$ cat config.mk
export PLATFORM = sky130hd
export DESIGN_NAME = seg_scan_ctrl_flat
export DESIGN_NICKNAME = d
export VERILOG_FILES = /design/src/rtl/seg_scan_ctrl_if.sv /design/src/rtl/seg_scan_ctrl.sv /design/src/flat_wrapper.sv
export SDC_FILE = /design/constraint.sdc
export NUM_CORES = 1
export LEC_CHECK = 0
export CAP_MARGIN = 20
export CORE_ASPECT_RATIO = 0.75
export CORE_MARGIN = 2
export CORE_UTILIZATION = 49
export CTS_CLUSTER_DIAMETER = 150
export DETAILED_ROUTE_END_ITERATION = 8
export PLACE_DENSITY = 0.82
export SKIP_LAST_GASP = 1
export SYNTH_ARGS = -nofsm -noshare
export SYNTH_HDL_FRONTEND = slang
export SYNTH_SLANG_ARGS = --single-unit
$ cat constraint.sdc
create_clock -name clk -period 2.8 [get_ports clk]
set_clock_uncertainty 0.2 [all_clocks]
set_input_delay 0.42 -clock clk [delete_from_list [all_inputs] [get_ports clk]]
set_output_delay 0.42 -clock clk [all_outputs]
set_load 0.03 [all_outputs]
$ cat src/rtl/seg_scan_ctrl_if.sv
// ---------------------------------------------------------------------------
// seg_scan_ctrl_if
// Signal bundle between the host side, the shared BCD_7Seg decoder and the
// display pins for seg_scan_ctrl.
//   enable      host -> ctrl   scan running when 1
//   load        host -> ctrl   single-cycle strobe, capture bcd_in
//   bcd_in      host -> ctrl   frame data, nibble k = digit k
//   lz_en       host -> ctrl   leading-zero suppression enable
//   seg_in      dec  -> ctrl   active-low pattern from the decoder
//   bcd_out     ctrl -> dec    digit code to the shared decoder
//   seg_out     ctrl -> pins   registered segment drive, active-low
//   an_out      ctrl -> pins   anode selects, active-low
//   frame_done  ctrl -> host   pulse at end of the last digit's ON period
//   err         ctrl -> host   sticky invalid-code flag
// slave = controller side, master = host/decoder/pins side.
// ---------------------------------------------------------------------------
interface seg_scan_ctrl_if #(
    parameter int NUM_DIGITS = 4
);
    logic                    enable;
    logic                    load;
    logic [4*NUM_DIGITS-1:0] bcd_in;
    logic                    lz_en;
    logic [6:0]              seg_in;
    logic [3:0]              bcd_out;
    logic [6:0]              seg_out;
    logic [NUM_DIGITS-1:0]   an_out;
    logic                    frame_done;
    logic                    err;

    modport master (
        output enable, load, bcd_in, lz_en, seg_in,
        input  bcd_out, seg_out, an_out, frame_done, err
    );

    modport slave (
        input  enable, load, bcd_in, lz_en, seg_in,
        output bcd_out, seg_out, an_out, frame_done, err
    );
endinterface

$ cat src/rtl/seg_scan_ctrl.sv
// ---------------------------------------------------------------------------
// seg_scan_ctrl
// Time-multiplexed scan controller for a common-anode 7-segment display.
// A single external BCD_7Seg decoder is shared: the current digit code goes
// out on bcd_out and the decoded pattern comes back on seg_in, which is
// registered onto seg_out while the digit is lit.
//
// Ports:
//   clk   system clock, rising edge
//   rst   synchronous reset, active-high
//   bus   seg_scan_ctrl_if.slave (enable, load, bcd_in, lz_en, seg_in,
//         bcd_out, seg_out, an_out, frame_done, err)
//
// state  | meaning
// -------+-----------------------------------------------------------------
// S_IDLE | display dark, waiting for enable; load writes active directly
// S_DEAD | all anodes off, bcd_out already presents active[ptr]
// S_ON   | anode[ptr] low, seg_out follows seg_in (or blank)
// ---------------------------------------------------------------------------
module seg_scan_ctrl #(
    parameter int NUM_DIGITS  = 4,
    parameter int REFRESH_DIV = 50000,
    parameter int DEAD_CYCLES = 2
) (
    input logic         clk,
    input logic         rst,
    seg_scan_ctrl_if.slave bus
);
    localparam int PTR_W   = (NUM_DIGITS > 1) ? $clog2(NUM_DIGITS) : 1;
    localparam int CNT_MAX = (REFRESH_DIV > DEAD_CYCLES) ? REFRESH_DIV : DEAD_CYCLES;
    localparam int CNT_W   = $clog2(CNT_MAX + 1);
    localparam int DATA_W  = 4 * NUM_DIGITS;

    localparam logic [CNT_W-1:0]      ON_LOAD   = CNT_W'(REFRESH_DIV - 1);
    localparam logic [CNT_W-1:0]      DEAD_LOAD = CNT_W'(DEAD_CYCLES - 1);
    localparam logic [PTR_W-1:0]      LAST_PTR  = PTR_W'(NUM_DIGITS - 1);
    localparam logic [6:0]            SEG_BLANK = 7'h7F;
    localparam logic [NUM_DIGITS-1:0] AN_OFF    = '1;

    typedef enum logic [1:0] {
        S_IDLE = 2'd0,
        S_DEAD = 2'd1,
        S_ON   = 2'd2
    } state_t;

    state_t                  state_q, state_d;
    logic [PTR_W-1:0]        ptr_q, ptr_d;
    logic [CNT_W-1:0]        cnt_q, cnt_d;
    logic [DATA_W-1:0]       shadow_q, shadow_d;
    logic [DATA_W-1:0]       active_q, active_d;
    logic                    pending_q, pending_d;
    logic [6:0]              seg_q, seg_d;
    logic [NUM_DIGITS-1:0]   an_q, an_d;
    logic                    frame_done_q, frame_done_d;
    logic                    err_q, err_d;

    logic [3:0]              cur_code;
    logic                    upper_zero;
    logic                    code_bad;
    logic                    lz_blank;
    logic                    wrap;
    logic                    err_set;

    // Code of the digit under the pointer, and whether this digit and all
    // more significant ones are zero (leading-zero candidate).
    always_comb begin
        cur_code   = 4'd0;
        upper_zero = 1'b1;
        for (int k = 0; k < NUM_DIGITS; k++) begin
            if (ptr_q == PTR_W'(k)) begin
                cur_code = active_q[4*k +: 4];
            end
            if ((PTR_W'(k) >= ptr_q) && (active_q[4*k +: 4] != 4'd0)) begin
                upper_zero = 1'b0;
            end
        end
    end

    assign code_bad = (cur_code > 4'd9);
    assign lz_blank = bus.lz_en && (ptr_q != '0) && upper_zero;

    always_ff @(posedge clk) begin
        if (rst) begin
            state_q      <= S_IDLE;
            ptr_q        <= '0;
            cnt_q        <= '0;
            shadow_q     <= '0;
            active_q     <= '0;
            pending_q    <= 1'b0;
            seg_q        <= SEG_BLANK;
            an_q         <= AN_OFF;
            frame_done_q <= 1'b0;
            err_q        <= 1'b0;
        end else begin
            state_q      <= state_d;
            ptr_q        <= ptr_d;
            cnt_q        <= cnt_d;
            shadow_q     <= shadow_d;
            active_q     <= active_d;
            pending_q    <= pending_d;
            seg_q        <= seg_d;
            an_q         <= an_d;
            frame_done_q <= frame_done_d;
            err_q        <= err_d;
        end
    end

    always_comb begin
        state_d      = state_q;
        ptr_d        = ptr_q;
        cnt_d        = cnt_q;
        shadow_d     = shadow_q;
        active_d     = active_q;
        pending_d    = pending_q;
        seg_d        = SEG_BLANK;
        an_d         = AN_OFF;
        frame_done_d = 1'b0;
        err_set      = 1'b0;
        wrap         = 1'b0;

        case (state_q)
            S_IDLE: begin
                if (bus.enable) begin
                    state_d = S_DEAD;
                    ptr_d   = '0;
                    cnt_d   = DEAD_LOAD;
                end
            end
            S_DEAD: begin
                if (cnt_q == '0) begin
                    state_d = S_ON;
                    cnt_d   = ON_LOAD;
                end else begin
                    cnt_d = cnt_q - CNT_W'(1);
                end
            end
            S_ON: begin
                if (cnt_q == '0) begin
                    state_d = S_DEAD;
                    cnt_d   = DEAD_LOAD;
                    if (ptr_q == LAST_PTR) begin
                        ptr_d        = '0;
                        wrap         = 1'b1;
                        frame_done_d = 1'b1;
                    end else begin
                        ptr_d = ptr_q + PTR_W'(1);
                    end
                end else begin
                    cnt_d = cnt_q - CNT_W'(1);
                end
            end
            default: begin
                state_d = S_IDLE;
            end
        endcase

        // Disable aborts the frame from any state; no frame_done for it.
        if (!bus.enable) begin
            state_d      = S_IDLE;
            ptr_d        = '0;
            cnt_d        = '0;
            wrap         = 1'b0;
            frame_done_d = 1'b0;
        end

        // Shadow -> active only at a frame boundary so a frame never tears.
        // The transfer reads the old shadow, so a load on the same edge is
        // kept pending for the next boundary.
        if (wrap && pending_q) begin
            active_d  = shadow_q;
            pending_d = 1'b0;
        end
        if (bus.load) begin
            shadow_d = bus.bcd_in;
            if (state_q == S_IDLE) begin
                active_d  = bus.bcd_in;
                pending_d = 1'b0;
            end else begin
                pending_d = 1'b1;
            end
        end

        // Entering or staying in ON: ptr_d == ptr_q, so cur_code is the lit digit.
        if (state_d == S_ON) begin
            for (int k = 0; k < NUM_DIGITS; k++) begin
                an_d[k] = (ptr_d != PTR_W'(k));
            end
            if (code_bad) begin
                err_set = 1'b1;
            end else if (!lz_blank) begin
                seg_d = bus.seg_in;
            end
        end

        if (err_set) begin
            err_d = 1'b1;
        end else if (bus.load) begin
            err_d = 1'b0;
        end else begin
            err_d = err_q;
        end
    end

    assign bus.bcd_out    = (state_q == S_IDLE) ? 4'd0 : cur_code;
    assign bus.seg_out    = seg_q;
    assign bus.an_out     = an_q;
    assign bus.frame_done = frame_done_q;
    assign bus.err        = err_q;

endmodule

$ cat src/flat_wrapper.sv
// flat-port wrapper written by rule: the top's interface ports become plain ports
module seg_scan_ctrl_flat 
#(
    parameter int NUM_DIGITS  = 4,
    parameter int REFRESH_DIV = 50000,
    parameter int DEAD_CYCLES = 2
)
  (clk, rst, bus_enable, bus_load, bus_bcd_in, bus_lz_en, bus_seg_in, bus_bcd_out, bus_seg_out, bus_an_out, bus_frame_done, bus_err);
  seg_scan_ctrl_if #(.NUM_DIGITS(NUM_DIGITS)) bus_i ();
  input logic clk;
  input logic rst;
  input wire logic [$bits(bus_i.enable)-1:0] bus_enable;
  input wire logic [$bits(bus_i.load)-1:0] bus_load;
  input wire logic [$bits(bus_i.bcd_in)-1:0] bus_bcd_in;
  input wire logic [$bits(bus_i.lz_en)-1:0] bus_lz_en;
  input wire logic [$bits(bus_i.seg_in)-1:0] bus_seg_in;
  output wire logic [$bits(bus_i.bcd_out)-1:0] bus_bcd_out;
  output wire logic [$bits(bus_i.seg_out)-1:0] bus_seg_out;
  output wire logic [$bits(bus_i.an_out)-1:0] bus_an_out;
  output wire logic [$bits(bus_i.frame_done)-1:0] bus_frame_done;
  output wire logic [$bits(bus_i.err)-1:0] bus_err;
  assign bus_i.enable = bus_enable;
  assign bus_i.load = bus_load;
  assign bus_i.bcd_in = bus_bcd_in;
  assign bus_i.lz_en = bus_lz_en;
  assign bus_i.seg_in = bus_seg_in;
  assign bus_bcd_out = bus_i.bcd_out;
  assign bus_seg_out = bus_i.seg_out;
  assign bus_an_out = bus_i.an_out;
  assign bus_frame_done = bus_i.frame_done;
  assign bus_err = bus_i.err;
  seg_scan_ctrl #(.NUM_DIGITS(NUM_DIGITS), .REFRESH_DIV(REFRESH_DIV), .DEAD_CYCLES(DEAD_CYCLES)) u_core (.clk(clk), .rst(rst), .bus(bus_i));
endmodule
# Yosys cells after proc, flatten, opt, wreduce, memory -nomap -nowiden
# Index checks and enable logic that the tools add are counted.
# word_totals
in_bits,28
mem_bits_ro,0
out_inout_bits,17
latchBits,0
ff_bits,66
mem_count,0
elab_cells,84
ram_bits,0
# op_classes
eq_ne,9
bitwise,2
add_sub_neg,2
muxes,34
n_reduce_logical,22
multipliers,0
magnitude_cmp,5
div_mod_pow,0
shift,0
# ops
operator,count
$mux 16,5
$pmux 16 s3,1
$mux 4,5
$logic_not 16->1,1
$reduce_bool 4->1,4
$sub 16x1->16 const B,1
$mux 1,15
$mux 2,6
$eq 2x2->1 const B,4
$reduce_bool 2->1,4
$logic_and 1x1->1,7
$pmux 2 s3,1
$eq 2x1->1 const B,2
$ge 1x2->1 const A,2
$ge 2x2->1 const A,2
$gt 4x4->1 const B,1
$logic_not 2->1,2
$ne 2x2->1 const B,2
$pmux 2 s2,1
$reduce_or 2->1,2
$reduce_or 4->1,1
$reduce_bool 3->1,1
$add 2x1->2 const B,1
$ne 2x1->1 const B,1
$not 1->1,2

# Logic depth before layout (Yosys ltp)
# depth
ltp_word,9
ltp_mapped,9
mapped_depth_nobuf,7

# Worst setup path after synthesis
# Ideal clock, no wire load.
# synth_timing
kind,reg2reg
start,register u_core.cnt_q[0]
end,"register u_core.seg_q[0], in the netlist u_core.bus.seg_out[0]"
setup_ps,124
slack_ps,103
period_less_slack_ps,2697
arrival_ps,2373
required_ps,2476
path_stages_with_launch,10
n_path_buf,2
path_cell_list,dfxtp_1 -> inv_1 -> ha_1 -> or4b_2 -> or4_4 -> buf_6 -> mux2i_4 -> a22oi_2 -> buf_6 -> nand3b_1
# synth_between
elab_chain_cells,7
elab_cells_between_ends,8
cone_classes,1 x eq/ne; 4 x mux; 1 x bitwise; 2 x reduce/logical
# synth_rtl
item,line_no,text
from (decl),seg_scan_ctrl.sv:48,"logic [CNT_W-1:0] cnt_q, cnt_d;"
from (signal assigned),seg_scan_ctrl.sv:97,cnt_q <= cnt_d;
$logic_not 16->1 (*),"seg_scan_ctrl.sv:130, seg_scan_ctrl.sv:138",
"$mux 2, on equally long branches","seg_scan_ctrl.sv:138, seg_scan_ctrl.sv:130",
$pmux 2 s3 (*),seg_scan_ctrl.sv:121,case (state_q)
$mux 2 (*),seg_scan_ctrl.sv:158,if (!bus.enable) begin
$eq 2x2->1 (*),seg_scan_ctrl.sv:184,if (state_d == S_ON) begin
$not 1->1 (no line) (*),--,
$reduce_or 4->1 (no line) (*),--,
to (signal assigned),seg_scan_ctrl.sv:101,seg_q <= seg_d;
to (decl),seg_scan_ctrl.sv:52,"logic [6:0] seg_q, seg_d;"
# Every way passes the cells marked *; elsewhere a longest branch is shown, timed or not.
# A chain may end at the register's enable or synchronous reset.

# Worst setup path after layout
# layout_timing
start,register u_core.cnt_q[10]
end,register u_core.cnt_q[9]
# layout_between
elab_chain_cells,3
elab_cells_between_ends,4
cone_classes,3 x mux; 1 x reduce/logical
# layout_rtl
item,line_no
$logic_not 16->1 (*),"seg_scan_ctrl.sv:130, seg_scan_ctrl.sv:138"
"$mux 16, on equally long branches","seg_scan_ctrl.sv:138, seg_scan_ctrl.sv:130"
$pmux 16 s3 (*),seg_scan_ctrl.sv:121
# Marked as above.

==> impl_metrics.ini <==
[power]
peakVddDrop_mv = 0.292
fin_total_pwr_w = 0.00217
leakagePower_nw = 1.62
cellPowerDensity_nw_per_um2 = 532

[critical_path]
startpoint_type = flop
cp-end-kind = flop
worstPathRequired_ns = 2.89
arrival_ns = 2.84
timing.rr.end = u_core.cnt_q[9]$_SDFFE_PP0P_
crit_slowest_cell = or4_1
critPathMaxStageDelay_ns = 0.67
r2r_cells = 6
crit_chain = or4_1, or4_4, buf_12, o21ai_0, nor4b_1, a311o_1
critPathKind = reg -> reg
ff2ff_setup_slack_ns = 0.05
crit_fanout = 6
r2r_start = u_core.cnt_q[10]$_SDFFE_PP0P_

[layout]
diodes = 0
fin_cells = 504
areaGrowthSynthToFinish_pct = 27.5
drive_gt1_share_pct = 13.7
final_nets = 458

[sta]
worst_hold_slack_ns = 0.277
drv_slew = 0
relSlewSlack_pct = 54.4
fin_crit_ns = 2.75
fmax_mhz = 364
min_period_over_period_pct = 98.1
tightest_slew_ns = 0.684
final_hold_viol_count = 0
setup_viol = 0

[clock_network]
clockRootBuffer = clkbuf_8
h-tree-depth = 3
cts_tree = done
cts.sinks = 66
clk_pin_slew_worst_paths_ns = 0.07
clockBufferDepth = 2
clock_latency_ns = 0.35
cts_made_buffers = 9

[yosys]
ys_warn_count = 0
syn-num-nets = 406
synth_edf_count = 0
synth.distinct_cells = 57
synthCells = 366
postSynthAreaPerCell_sq_um = 8.73
ys_ff_latch = 66
synthArstFlopShare_pct = 0
synth-main-ff-cell = dfxtp_1
yosysSeqAreaShare_pct = 41.3
syn_area_sq_um = 3200

[hold_path]
hold_path.startpoint = u_core.shadow_q[10]$_SDFFE_PP0P_
hp-class = reg -> reg
min_path_cells = 2
min_delay_worst_endpoint = u_core.active_q[10]$_SDFF_PP0_

[die]
placement_rows = 25
initial_utilization_pct = 50.6
die_area_sq_um = 7190
die_w_um = 97.3
die_h_um = 73.9
core_sq_um = 6320
ioPinCount = 45

[global_route]
grt_pass1_wl_um = 12400
grt_max_degree = 36
gr-total-overflow = 0
grt_pass1_vias = 2575
grt_usage_pct = 21.5
antenna_found_initial = 0

[drt]
vias_per_cell = 5.81
num_vias = 2929
drtIter0Drc = 204
drtAntennaViolNets = 0
drt_wl_total_um = 7830
drc = 0
routedWlPerCell_um = 15.5
drtPass1Iterations = 5

[placement]
hpwl_um = 5270
port_buffers = 44
place_inst = 485
gp_congestion = 0.916

[status]
status = complete, no violations

[flow_run]
drv_cap = 0
## report_power, final
part,switching (W),internal [W]
Combinational,0.000129,0.000131
Clock,0.000375,0.000526
Sequential,0.0000277,0.000975
## kinds of logic (layout without fill, tap and decap cells)
kind of cell,count (synthesis),count (layout),synth area share [%]
and+or+nand+nor,164,164,25.7
AOI/OAI and AO/OA,68,68,16.2
DFF,66,66,41.3
buffers and inverters,32,89,4.42
muxes,18,18,6.03
adders and majority gates,12,12,4.70
xor gates and xnor gates,6,6,1.64
## cell usage in the layout (no fill, tap or decap), types with 4 or more instances in the layout
cell type / count
nand3b_1: 8
o221a_2: 4
inv_1: 8
nor3_1: 7
nor4_1: 9
nand2_1: 37
clkdlybuf4s50_1: 40
xnor2_1: 6
dfxtp_1: 64
buf_4: 15
nor2_1: 59
a21oi_1: 13
a211oi_1: 4
or3_1: 5
a311oi_1: 16
o21ai_0: 7
or4_1: 4
ha_1: 10
nor2b_1: 4
nand3_1: 9
clkbuf_8: 10
mux2i_1: 17
## final cells by class
cell class                      count  area (sq um)
Clock buffer                       10           138
Sequential cell                    66          1320
Inverter                            9          33.8
Fill cell                         501          2240
Tap cell                           81           101
Timing Repair Buffer               64           614
Clock inverter                      6          90.1
Multi-Input combinational cell    268          1770
## worst max-delay path, delay by kind of cell, from the launching register on
family | cells | cell delay [ns]
and+or+nand+nor | 3 | 1.72
DFF | 1 | 0.36
AOI/OAI and AO/OA | 2 | 0.24
buffers and inverters | 1 | 0.16
## worst max path at each step
| stage | slack, ns | endpoint | from |
|---|---|---|---|
| after global placement | 0.07 | u_core.bus.an_out[0]$_SDFF_PP1_ | u_core.cnt_q[1]$_SDFFE_PP0P_ |
| after global routing | -0.02 | u_core.bus.an_out[1]$_SDFF_PP1_ | u_core.cnt_q[1]$_SDFFE_PP0P_ |
| final | 0.05 | u_core.cnt_q[9]$_SDFFE_PP0P_ | u_core.cnt_q[10]$_SDFFE_PP0P_ |
| after detailed placement | -0.02 | u_core.active_q[1]$_SDFF_PP0_ | u_core.cnt_q[1]$_SDFFE_PP0P_ |
| after CTS | -0.08 | bus_bcd_out[2] | u_core.ptr_q[1]$_SDFF_PP0_ |
| after floorplan | 0.10 | u_core.bus.seg_out[0]$_SDFF_PP1_ | u_core.cnt_q[0]$_SDFFE_PP0P_ |
## Yosys cell counts (4+ instances only)
master | count | area (sq um)
nand2_1 | 38 | 143
nor3_1 | 7 | 35.0
o221a_2 | 4 | 45.0
or3_1 | 5 | 31.3
nand3_1 | 9 | 45.0
nor4_1 | 10 | 62.6
inv_1 | 9 | 33.8
mux2i_1 | 17 | 170
a211oi_1 | 4 | 30.0
or4_1 | 5 | 37.5
xnor2_1 | 6 | 52.6
a311oi_1 | 16 | 140
clkbuf_1 | 14 | 52.6
dfxtp_1 | 66 | 1320
buf_2 | 4 | 20.0
a21oi_1 | 13 | 65.1
o21ai_0 | 7 | 35.0
nor2b_1 | 4 | 25.0
nor2_1 | 59 | 221
ha_1 | 12 | 150
nand3b_1 | 8 | 60.1
## through the flow
stage	cell area, sq um	TNS, ns	setup WS [ns]	utilization, %
floorplan	3200	0	0.103	-
global placement	3780	0	0.0727	59.9
detailed placement	3780	-0.0209	-0.0209	59.9
CTS	4020	-0.0837	-0.0837	63.6
global route	4070	-0.0288	-0.0247	64.5
finish	4070	0	0.0520	64.5
## flip-flops by register name (all words and copies together) (netlist names)
signal	count
u_core.bus.an_out	4
u_core.bus.frame_done	1
u_core.state_q	2
u_core.ptr_q	2
u_core.bus.err	1
u_core.cnt_q	16
u_core.shadow_q	16
u_core.pending_q	1
u_core.bus.seg_out	7
u_core.active_q	16
## layer usage
metal / GRT usage (%) / part of all wire (%) / vias to the layer above / routed length [um]
met1: 29.5 / 47 / 1359 / 3650
met4: 7.56 / 1.7 / 0 / 137
met5: 0 / 0 / - / 0
li1: - / - / 1426 / -
met3: 6.30 / 7.2 / 20 / 562
met2: 32.9 / 44 / 124 / 3480
## what timing repair did
action                                  CTS  global route
hold buffers                              0             0
buffers inserted                          0             2
endpoints found under the setup margin   20            42
gates resized for setup                   9            17
pin swaps                                 1             2
cloned                                    0             1
Note: power is estimated with default switching activity, not from simulation.
